File: src/rtl/instr_buffer_loader.sv
// instr_buffer_loader: fetches a program from memory into an instruction buffer,
// one word per FETCH/WRITE pair, stopping at a null word or a full buffer.
// Ports:
//   clk, rst          clock, async active-low reset
//   start, base_addr  load request (IDLE only) and first program address
//   mem_req/mem_addr  read request and address to program memory
//   mem_ack/mem_rdata memory handshake and returned word
//   Instr_in          registered word presented to the buffer
//   buffer_index      registered buffer slot being written
//   busy, done        load in progress / one-cycle completion pulse
//   count             non-zero words loaded by the last or current load
module instr_buffer_loader #(
  parameter int unsigned Instr_word_size = 16,
  parameter int unsigned bs              = 16,
  parameter int unsigned AW              = 16
) (
  input  logic                       clk,
  input  logic                       rst,
  input  logic                       start,
  input  logic [AW-1:0]              base_addr,
  output logic                       mem_req,
  output logic [AW-1:0]              mem_addr,
  input  logic                       mem_ack,
  input  logic [Instr_word_size-1:0] mem_rdata,
  output logic [Instr_word_size-1:0] Instr_in,
  output logic [$clog2(bs)-1:0]      buffer_index,
  output logic                       busy,
  output logic                       done,
  output logic [$clog2(bs):0]        count
);

  localparam int unsigned IDXW = $clog2(bs);
  localparam int unsigned CW   = IDXW + 1;

  typedef enum logic [1:0] {IDLE, FETCH, WRITE, FINISH} state_t;

  state_t                     state_q, state_d;
  logic [AW-1:0]              addr_q, addr_d;
  logic [Instr_word_size-1:0] instr_d;
  logic [IDXW-1:0]            idx_d;
  logic [CW-1:0]              count_d;
  logic                       mem_req_d, busy_d, done_d;
  logic                       null_word, last_slot;

  assign null_word = (Instr_in == '0);
  assign last_slot = (buffer_index == IDXW'(bs - 1));
  assign mem_addr  = addr_q;

  // State register
  always_ff @(posedge clk or negedge rst) begin
    if (!rst) state_q <= IDLE;
    else      state_q <= state_d;
  end

  // Next-state logic
  always_comb begin
    state_d = state_q;
    case (state_q)
      IDLE:    if (start) state_d = FETCH;
      FETCH:   if (mem_ack) state_d = WRITE;
      WRITE:   state_d = (null_word || last_slot) ? FINISH : FETCH;
      FINISH:  state_d = IDLE;
      default: state_d = IDLE;
    endcase
  end

  // Next values of the registered outputs; everything holds unless updated
  always_comb begin
    addr_d    = addr_q;
    instr_d   = Instr_in;
    idx_d     = buffer_index;
    count_d   = count;
    mem_req_d = mem_req;
    busy_d    = busy;
    done_d    = 1'b0;
    case (state_q)
      IDLE: begin
        if (start) begin
          addr_d    = base_addr;
          idx_d     = '0;
          count_d   = '0;
          busy_d    = 1'b1;
          mem_req_d = 1'b1;
        end
      end
      FETCH: begin
        if (mem_ack) begin
          instr_d   = mem_rdata;
          mem_req_d = 1'b0;
        end
      end
      WRITE: begin
        if (null_word) begin
          // Null word ends the program; it still occupies the slot
          busy_d = 1'b0;
          done_d = 1'b1;
        end else begin
          count_d = count + CW'(1);
          if (last_slot) begin
            busy_d = 1'b0;
            done_d = 1'b1;
          end else begin
            idx_d     = buffer_index + IDXW'(1);
            addr_d    = addr_q + AW'(1);
            mem_req_d = 1'b1;
          end
        end
      end
      default: ;
    endcase
  end

  // Output and datapath registers
  always_ff @(posedge clk or negedge rst) begin
    if (!rst) begin
      addr_q       <= '0;
      Instr_in     <= '0;
      buffer_index <= '0;
      count        <= '0;
      mem_req      <= 1'b0;
      busy         <= 1'b0;
      done         <= 1'b0;
    end else begin
      addr_q       <= addr_d;
      Instr_in     <= instr_d;
      buffer_index <= idx_d;
      count        <= count_d;
      mem_req      <= mem_req_d;
      busy         <= busy_d;
      done         <= done_d;
    end
  end

endmodule

File: config.mk
export PLATFORM = sky130hd
export DESIGN_NAME = instr_buffer_loader
export DESIGN_NICKNAME = d
export VERILOG_FILES = /design/src/rtl/instr_buffer_loader.sv
export SDC_FILE = /design/constraint.sdc
export NUM_CORES = 1
export LEC_CHECK = 0
export ABC_AREA = 1
export BUFFER_PORTS_ARGS = -buffer_cell sky130_fd_sc_hd__buf_2
export CAP_MARGIN = 40
export CORE_MARGIN = 2
export CORE_UTILIZATION = 46
export DETAILED_ROUTE_END_ITERATION = 12
export GPL_TIMING_DRIVEN = 0
export PLACE_DENSITY_LB_ADDON = 0.1
export REMOVE_ABC_BUFFERS = 1
export SLEW_MARGIN = 10
export SYNTH_ARGS = -nofsm -noshare
export SYNTH_HDL_FRONTEND = slang
export SYNTH_SLANG_ARGS = --single-unit
File: constraint.sdc
create_clock -name clk -period 1.4 [get_ports clk]
set_clock_uncertainty 0.05 [all_clocks]
set_input_delay 0.21 -clock clk [delete_from_list [all_inputs] [get_ports clk]]
set_output_delay 0.21 -clock clk [all_outputs]
set_load 0.1 [all_outputs]
==> metrics.csv <==
stage,metric,value,unit
yosys,synth_area_per_cell,7.83,µm²
critical_path,criticalPathCategory,reg2reg,
yosys,ys_seq_area_frac,0.448,
critical_path,worstPathMaxFanout,6,
final_layout,final_nets,482,
placed_design,place.port_buffers,79,
global_route,grt_max_degree,32,
final_layout,layout-drive-gt1-share,0.414,
route,vias,2608,
critical_path,cp_cell_sequence,nor2_4 -> inv_8 -> nor2_4 -> nand3_4 -> nand3_4 -> buf_6 -> nand2_1 -> o21ai_1,
sta,slew_headroom,0.677,
clock_tree,h-tree-depth,2,
status,failed_checks,setup timing,
sta,setup_ws,-0.210,ns
yosys,synthTopCellsByArea,"dfrtp_1, nand2_1, nand3_1",
sta,whs,0.0870,ns
yosys,yosys_warnings,0,
yosys,synth_top_cell_by_area,dfrtp_1,
run,max_cap_violations,0,
route,ant_nets,0,
route,dr.pass1.iters,4,
clock_tree,clk_pin_slew,0.10,ns
global_route,antenna_found_initial,0,
sta,setup_viol,36,
route,wl_per_cell,14.8,µm
clock_tree,tritoncts,done,
final_layout,area_growth_syn_to_layout,47.9,%
die,die_h,78.7,µm
route,post_drt_via_cell_ratio,5.05,
sta,clock.fmax,0.621,GHz
placed_design,placedInstanceArea,0.00301,mm²
sta,period_needed,1.61,ns
clock_tree,cts_root_buf,clkbuf_8,
critical_path,required,1.57,ns
critical_path,critPathLaunchType,flop,
yosys,netlist_instances,328,
status,status,"finished, violations left",
final_layout,fin_area,0.00380,mm²
sta,rsz0062_at_grt,yes,
yosys,synth-seq-cells,46,
global_route,grt_pass1_wl,11500,µm
yosys,synth_top_area_frac,0.448,
clock_tree,cts.sinks,46,
critical_path,end_kind,flop,
critical_path,cp_slowest_cell,dfrtp_2,
global_route,grt_usage,0.237,
final_layout,diodes,0,
sta,tightest_slew,0.488,ns
global_route,overflow,0,
sta,finalHoldViolations,0,
route,drcViolationCount,0,
die,rows,27,
die,die_w,78.7,µm
clock_tree,insertion_delay,0.30,ns
sta,slew_viol_final,0,
yosys,synth_cell_types,28,
placed_design,gp_congestion,0.805,
route,drt_iter0_markers,106,
die,core-area,0.00544,mm²
yosys,syn-cell-area,0.00257,mm²
die,die_area,0.00620,mm²
placed_design,hpwl,4120,µm
clock_tree,cts_buffers,5,
die,io_pins,80,
sta,setup_tns,-5.03,ns
route,routed_wl,7610,µm
clock_tree,clk_path_buf_depth,2,
critical_path,crit_arrival,1.78,ns
critical_path,crit_path_max_incr_delay,0.45,ns
sta,finalCritPeriodShare,1.15,
die,initial_core_util,0.472,
global_route,grt_pass1_vias,2516,
hold_path,hp-class,in2reg,
layout by cell type (no fill, tap or decap), types with 2 or more instances in the layout:
cell type | netlist | final
nand2_1 | 121 | 106
dfrtp_1 | 46 | 45
buf_2 | 1 | 39
buf_4 | 2 | 35
nand3_1 | 29 | 28
inv_1 | 25 | 24
nor2_1 | 27 | 21
clkbuf_4 | 0 | 16
buf_6 | 3 | 14
nand2_2 | 1 | 11
nor2_4 | 1 | 8
o21ai_1 | 3 | 8
o21ai_0 | 16 | 8
mux2_2 | 8 | 8
o21ai_2 | 4 | 7
mux2_4 | 6 | 6
nand2_4 | 0 | 5
clkbuf_8 | 0 | 5
nand3_4 | 0 | 4
inv_4 | 0 | 4
o21bai_1 | 4 | 4
nand4_1 | 4 | 4
buf_12 | 0 | 4
nor2_2 | 3 | 3
inv_8 | 0 | 3
xor2_1 | 3 | 3
or2_2 | 3 | 3
a21oi_1 | 3 | 3
nand3_2 | 2 | 2
ha_1 | 3 | 2
worst max-delay path, delay by kind of cell (launching register included):
kind                   cells  cell delay (ns)
AOI/OAI and AO/OA          1             0.07
buffers and inverters      2             0.19
DFF                        1             0.45
and+or+nand+nor            5             0.77
flip-flops by register name, indices dropped and copies added, names as in the netlist:
| signal | count |
|---|---|
| Instr_in | 16 |
| buffer_index | 4 |
| busy | 1 |
| count | 5 |
| done | 1 |
| mem_addr | 16 |
| mem_req | 1 |
| state_q | 2 |
layout make-up:
cell class	count	area [µm²]
Tap cell	72	90.1
Timing Repair Buffer	109	826
Timing Repair inverter	3	23.8
Sequential cell	46	1150
Clock inverter	2	37.5
Clock buffer	6	72.6
Inverter	29	129
Multi-Input combinational cell	249	1470
Fill cell	452	1640
stage by stage:
step | setup WS, ns | utilization | std cells
floorplan | -0.906 | - | 319
global route | -0.267 | 0.698 | 516
finish | -0.210 | 0.698 | 516
CTS | -0.121 | 0.648 | 508
global placement | -1.31 | 0.549 | 470
detailed placement | -1.30 | 0.553 | 471
repair_timing:
| item | in CTS | in global routing |
|---|---|---|
| setup endpoints to repair | 68 | 63 |
| resized for setup | 58 | 64 |
| pin swaps | 8 | 8 |
| endpoints found under the hold margin | 15 | 0 |
| cloned | 5 | 3 |
| hold buffers | 1 | 0 |
| buffers inserted | 24 | 7 |
cell usage after synthesis (all sizes together):
| cell | instances |
|---|---|
| nand2 | 122 |
| dfrtp | 46 |
| nand3 | 31 |
| nor2 | 31 |
| inv | 29 |
| o21ai | 23 |
| mux2 | 14 |
| buf | 6 |
| nand4 | 4 |
| o21bai | 4 |
| a21oi | 3 |
| clkbuf | 3 |
| ha | 3 |
| or2 | 3 |
| xor2 | 3 |
| mux2i | 1 |
| nand3b | 1 |
| nor3 | 1 |
cell families after synthesis:
| group | synth area share |
|---|---|
| AND/OR/NAND/NOR | 0.317 |
| flip-flops | 0.448 |
| buffers and inverters | 0.0677 |
| AO/OA/AOI/OAI | 0.0682 |
| multiplexers | 0.0741 |
| XOR/XNOR | 0.0102 |
| adder cells (fa/ha/maj) | 0.0146 |
routing by layer:
layer,part of all wire,wire length [µm],global-route usage,vias to the layer above
li1,-,-,-,1293
met1,0.42,3160,0.286,1232
met2,0.52,3990,0.426,71
met3,0.047,356,0.0489,12
met4,0.014,108,0.0702,0
met5,0,0,0,-
final timing paths:
check	from	endpoint	slack, ns	cells past startpoint
setup reg to reg	state_q[0]	buffer_index[3]	-0.21	8
hold reg to reg	busy	busy	0.46	2
setup / recovery	state_q[0]	buffer_index[3]	-0.21	8
hold / removal	mem_rdata[7]	Instr_in[7]	0.09	2
min in group asynchronous	rst	mem_addr[0]	0.30	2
max in group asynchronous	rst	state_q[0]	0.48	3
Power is left out: the tool's default activity adds up to more than one toggle a clock period on the data nets, which glitch-free logic cannot reach.
